[config.mk]
export PLATFORM = sky130hd
export DESIGN_NAME = ext_bus_mbc1
export DESIGN_NICKNAME = d
export VERILOG_FILES = /design/src/rtl/ext_bus_mbc1.sv
export SDC_FILE = /design/constraint.sdc
export NUM_CORES = 1
export LEC_CHECK = 0
export BUFFER_PORTS_ARGS = -buffer_cell sky130_fd_sc_hd__buf_4
export CAP_MARGIN = 30
export CELL_PAD_IN_SITES_DETAIL_PLACEMENT = 0
export CELL_PAD_IN_SITES_GLOBAL_PLACEMENT = 1
export CORE_MARGIN = 1.5
export CORE_UTILIZATION = 43
export DETAILED_ROUTE_END_ITERATION = 10
export GPL_ROUTABILITY_DRIVEN = 1
export GPL_TIMING_DRIVEN = 0
export PLACE_DENSITY = 0.83
export SYNTH_ARGS = -nofsm -noshare
export SYNTH_HDL_FRONTEND = slang
export SYNTH_SLANG_ARGS = --single-unit
[constraint.sdc]
create_clock -name clk -period 3.24 [get_ports clk]
set_input_delay 0.162 -clock clk [delete_from_list [all_inputs] [get_ports clk]]
set_output_delay 0.162 -clock clk [all_outputs]
set_load 0.02 [all_outputs]
[src/rtl/ext_bus_mbc1.sv]
// External-bus responder: decodes cartridge ROM/RAM and work RAM, holds the MBC1 bank
// registers and converts each bus machine cycle into at most one req/ack memory transaction.
module ext_bus_mbc1 #(
  parameter int ROM_BANK_BITS = 7,
  parameter int RAM_BANK_BITS = 2,
  parameter int RAM_PRESENT   = 1
) (
  input  logic        clk,
  input  logic        rst_n,
  input  logic [1:0]  ct,
  input  logic [15:0] bus_a,
  input  logic [7:0]  bus_wdata,
  input  logic        bus_rd,
  input  logic        bus_wr,
  output logic [7:0]  bus_rdata,
  output logic        bus_hit,
  output logic [21:0] mem_a,
  output logic [7:0]  mem_wdata,
  output logic        mem_we,
  output logic        mem_req,
  input  logic        mem_ack,
  input  logic [7:0]  mem_rdata,
  output logic        err_late
);

  typedef enum logic [1:0] {IDLE, REQ, HOLD} state_t;

  localparam int ROM_MASK_I = (1 << ROM_BANK_BITS) - 1;
  localparam int RAM_MASK_I = (1 << RAM_BANK_BITS) - 1;
  localparam logic [6:0] ROM_MASK = ROM_MASK_I[6:0];
  localparam logic [1:0] RAM_MASK = RAM_MASK_I[1:0];

  state_t      state_q;
  logic        late_q;
  logic [7:0]  rdata_q;
  logic [21:0] mem_a_q;
  logic [7:0]  mem_wdata_q;
  logic        mem_we_q;
  logic        mem_req_q;
  logic        err_late_q;

  logic        ram_en_q, ram_en_d;
  logic [4:0]  bank1_q, bank1_d;
  logic [1:0]  bank2_q, bank2_d;
  logic        mode_q, mode_d;

  logic        is_rom, is_cram, is_wram;
  logic        rd_op, wr_op, cram_ok, mem_tgt, mbc_wr;
  logic [6:0]  rom_bank;
  logic [1:0]  ram_bank;
  logic [21:0] phys_a;

  assign is_rom  = ~bus_a[15];
  assign is_cram = (bus_a[15:13] == 3'b101);
  assign is_wram = (bus_a[15:13] == 3'b110) ||
                   ((bus_a[15:13] == 3'b111) && (bus_a < 16'hFE00));
  assign bus_hit = is_rom | is_cram | is_wram;

  // Simultaneous rd and wr resolve to a write.
  assign wr_op   = bus_wr;
  assign rd_op   = bus_rd & ~bus_wr;
  assign cram_ok = (RAM_PRESENT != 0) && ram_en_q;
  assign mem_tgt = (is_rom & rd_op) |
                   (is_cram & cram_ok & (rd_op | wr_op)) |
                   (is_wram & (rd_op | wr_op));
  assign mbc_wr  = is_rom & bus_wr & (ct == 2'd3);

  always_comb begin
    if (bus_a[14])
      rom_bank = {bank2_q, bank1_q} & ROM_MASK;
    else if (mode_q)
      rom_bank = {bank2_q, 5'd0} & ROM_MASK;
    else
      rom_bank = 7'd0;
    ram_bank = (mode_q ? bank2_q : 2'd0) & RAM_MASK;
    if (is_rom)
      phys_a = {1'b0, rom_bank, bus_a[13:0]};
    else if (is_cram)
      phys_a = {7'b1000000, ram_bank, bus_a[12:0]};
    else
      phys_a = {9'b100000100, bus_a[12:0]};
  end

  always_comb begin
    ram_en_d = ram_en_q;
    bank1_d  = bank1_q;
    bank2_d  = bank2_q;
    mode_d   = mode_q;
    if (mbc_wr) begin
      case (bus_a[14:13])
        2'd0:    ram_en_d = (bus_wdata[3:0] == 4'hA);
        2'd1:    bank1_d  = (bus_wdata[4:0] == 5'd0) ? 5'd1 : bus_wdata[4:0];
        2'd2:    bank2_d  = bus_wdata[1:0];
        default: mode_d   = bus_wdata[0];
      endcase
    end
  end

  always_ff @(posedge clk or negedge rst_n) begin
    if (!rst_n) begin
      ram_en_q <= 1'b0;
      bank1_q  <= 5'd1;
      bank2_q  <= 2'd0;
      mode_q   <= 1'b0;
    end else begin
      ram_en_q <= ram_en_d;
      bank1_q  <= bank1_d;
      bank2_q  <= bank2_d;
      mode_q   <= mode_d;
    end
  end

  // A request still open when the next machine cycle starts is late; its data is thrown away.
  always_ff @(posedge clk or negedge rst_n) begin
    if (!rst_n) begin
      state_q     <= IDLE;
      late_q      <= 1'b0;
      rdata_q     <= 8'hFF;
      mem_a_q     <= 22'd0;
      mem_wdata_q <= 8'd0;
      mem_we_q    <= 1'b0;
      mem_req_q   <= 1'b0;
      err_late_q  <= 1'b0;
    end else begin
      err_late_q <= 1'b0;
      case (state_q)
        IDLE: begin
          if ((ct == 2'd1) && mem_tgt) begin
            mem_a_q     <= phys_a;
            mem_we_q    <= wr_op;
            mem_wdata_q <= bus_wdata;
            mem_req_q   <= 1'b1;
            late_q      <= 1'b0;
            state_q     <= REQ;
          end
        end
        REQ: begin
          if (mem_ack) begin
            mem_req_q <= 1'b0;
            if (late_q || (ct == 2'd0)) begin
              err_late_q <= 1'b1;
              state_q    <= IDLE;
            end else begin
              if (!mem_we_q)
                rdata_q <= mem_rdata;
              state_q <= HOLD;
            end
          end else if (ct == 2'd0) begin
            late_q <= 1'b1;
          end
        end
        HOLD: begin
          if ((ct == 2'd3) || (ct == 2'd0))
            state_q <= IDLE;
        end
        default: state_q <= IDLE;
      endcase
    end
  end

  assign bus_rdata = (bus_hit && (state_q == HOLD) && !mem_we_q && (ct != 2'd0)) ?
                     rdata_q : 8'hFF;
  assign mem_a     = mem_a_q;
  assign mem_wdata = mem_wdata_q;
  assign mem_we    = mem_we_q;
  assign mem_req   = mem_req_q;
  assign err_late  = err_late_q;

endmodule

==> results.json <==
{
  "fp.coreArea_mm2": 0.005540,
  "p_sw_share_pct": 30.65,
  "arrival_ns": 1.76,
  "syn_avg_cell_area_um2": 13.63,
  "cts_made_buffers": 5,
  "final_hold_viol_count": 0,
  "drive_above_1_share_pct": 55.19,
  "min_path_type": "in -> reg",
  "netlist_area_mm2": 0.002480,
  "ys_ff_latch": 53,
  "finalCritPeriodShare_pct": 59.44,
  "insertion_delay_ns": 0.30,
  "row_count": 27,
  "yosys.area.top_type": "dfrtp_1",
  "cts_resized": 0,
  "worstSetupStartpointType": "flip-flop",
  "routed_wl_mm": 4.808,
  "grt_max_degree": 54,
  "drc_errors": 0,
  "cp_max_fo": 8,
  "globalRouteMet3Util_pct": 5.172,
  "dieArea_mm2": 0.006232,
  "synth_most_common_cell": "dfrtp_1",
  "clock_sinks": 53,
  "synth_commonest_cells": "44 x dfrtp_1, 22 x mux2_4, 17 x mux2_2",
  "gp_congestion": 0.7325,
  "viasPerCell": 4.860,
  "grt_pass1_wl_mm": 8.266,
  "hpwl_mm": 3.566,
  "start_util_pct": 44.76,
  "p_leak_nw": 1.597,
  "max-cap-violations": 0,
  "clock_power_share_pct": 18.5,
  "ir_drop_mv": 0.3563,
  "routedWlPerCell_um": 14.06,
  "fillCellCount": 496,
  "cts_root_buf": "clkbuf_8",
  "cp-end-kind": "output pin",
  "synth_cell_types": 38,
  "ant_nets": 0,
  "portBuffers": 79,
  "yosysSeqAreaShare_pct": 53.94,
  "finalSetupViolations": 0,
  "drtPass1Iterations": 4,
  "period_needed_ns": 1.926,
  "switching_power_w": 0.0006445,
  "met2_usage_pct": 28.53,
  "antenna_found_initial": 0,
  "die_w_um": 78.94,
  "num_antenna_cells": 0,
  "slew_violations": 0,
  "layout.nets": 311,
  "async_flop_share_pct": 100.0,
  "grtUsageTotal_pct": 17.12,
  "ys.warnings.count": 0,
  "synth_top_cells_by_area": "dfrtp_1 44%, mux2_4 13%, dfstp_2 9.5%",
  "htreeDepth": 2,
  "p_comb_share_pct": 34.1,
  "syn_inst": 182,
  "whs_ns": 0.06166,
  "clkTransAtPathRegs_ns": 0.09,
  "die_h_um": 78.94,
  "vias": 1662,
  "slew-limit-headroom_pct": 56.63,
  "drt_iter0_markers": 53,
  "synth_edf_count": 0,
  "rsz0062_at_grt": "false",
  "syn_nets": 224,
  "gr-usage-met1_pct": 21.67,
  "grt_busiest_layer": "met2",
  "worst_pin_slew_ns": 0.6505,
  "ioPinCount": 81,
  "p_per_area_mw_per_mm2": 643.1,
  "clock_skew_ns": 0.005426,
  "area_delta_synth_final_pct": 31.84,
  "internal_power_w": 0.001458,
  "cts_tree": "built",
  "fmax_mhz": 519.2,
  "grt_pass1_vias": 1766,
  "synthFlopType": "dfrtp_1",
  "required_ns": 3.08,
  "grt-ovfl-total": 0,
  "outcome": "finished clean",
  "critical_path_class": "reg -> out",
  "tns_ns": 0,
  "seqPwrFrac_pct": 47.4,
  "synth_top_area_share_pct": 44.40,
  "clk_path_buf_depth": 2
}
-- through the flow --
stage | area, um2 | utilization (%) | total power [W] | worst slack, ns | cells
2_1_floorplan | 2480 | - | 0.001426 | 1.673 | 182
3_3_place_gp | 3163 | 57.09 | 0.001716 | 1.514 | 333
3_5_place_dp | 3163 | 57.09 | 0.001734 | 1.510 | 333
4_1_cts | 3269 | 59.01 | 0.002126 | 1.287 | 342
5_1_grt | 3269 | 59.01 | 0.002227 | 1.148 | 342
6_report | 3269 | 59.01 | 0.002102 | 1.314 | 342
-- flip-flops by register name (all words and copies together) (netlist names) --
name and count:
bank1_q 5, mem_we 1, rdata_q 8, mem_req 1, bank2_q 2, err_late 1, mode_q 1, cram_ok 1
mem_wdata 8, late_q 1, state_q 2, mem_a 22
-- layout by cell type, fill, tap and decap left out, types with 2 or more instances in the layout --
| cell | n |
|---|---|
| ha_1 | 3 |
| buf_6 | 3 |
| nor2_1 | 9 |
| dfrtp_1 | 44 |
| mux2i_1 | 5 |
| clkbuf_8 | 6 |
| mux2_2 | 17 |
| mux2_4 | 22 |
| inv_1 | 9 |
| dfstp_2 | 9 |
| a21oi_1 | 3 |
| buf_4 | 79 |
| o21ai_0 | 5 |
| mux2_1 | 2 |
| buf_2 | 2 |
| nand3b_1 | 3 |
| nand2_1 | 14 |
| nand2b_1 | 10 |
-- per-layer routing --
metal	up-vias	share of wire (%)
met5	-	0
met4	0	1.1
met3	5	7.4
met2	56	48
met1	795	44
li1	806	-
-- power by group through the flow --
| stage | Combinational, W | Clock (W) | Sequential, W |
|---|---|---|---|
| CTS | 0.000728 | 0.000399 | 0.000999 |
| finish | 0.000718 | 0.000388 | 0.000997 |
| floorplan | 0.000285 | 0 | 0.00114 |
| global route | 0.000771 | 0.000427 | 0.00103 |
| global placement | 0.000713 | 0 | 0.00100 |
| detailed placement | 0.000726 | 0 | 0.00101 |
-- final timing paths --
kind                                  from      endpoint  depth (start not counted)  slack (ns)
worst max-delay path            state_q[0]  bus_rdata[4]                          4        1.31
worst min-delay path               mem_ack    state_q[0]                          2        0.06
worst max register to register  state_q[0]     mem_a[12]                          5        1.56
worst min register to register     mem_req       mem_req                          2        0.49
max in group asynchronous            rst_n     mem_a[20]                          2        2.37
min in group asynchronous            rst_n      mem_a[6]                          2        0.43
-- logic make-up (layout without fill, tap and decap cells) --
kind of cell	count (synthesis)	after routing	share of synthesized area (%)
AOI/OAI and AO/OA	16	16	5.399
adders and majority gates	3	3	1.514
buffers and inverters	14	102	3.128
DFF	53	53	53.94
muxes	46	46	23.97
and+or+nand+nor	50	50	12.06
-- worst max-delay path: stages (launching register included) --
cell	delay [ns]
dfrtp_1	0.41
nand2b_1	0.21
a2111oi_4	0.55
nand2b_1	0.11
buf_4	0.17
-- timing repair --
| item | in CTS | in global routing |
|---|---|---|
| setup buffers | 0 | 0 |
| hold buffers | 1 | 0 |
| hold endpoints to repair | 44 | 0 |
-- area by class of cell --
type,instances,area [um2],share of cell area (%)
Sequential cell,53,1338,40.91
Clock inverter,2,13.76,0.4210
Tap cell,72,90.09,2.755
Inverter,9,33.78,1.033
Clock buffer,6,82.58,2.526
Buffer,5,43.79,1.339
Timing Repair Buffer,80,603.1,18.45
Multi-Input combinational cell,115,1065,32.57
Power figures use the tool's default switching activity.
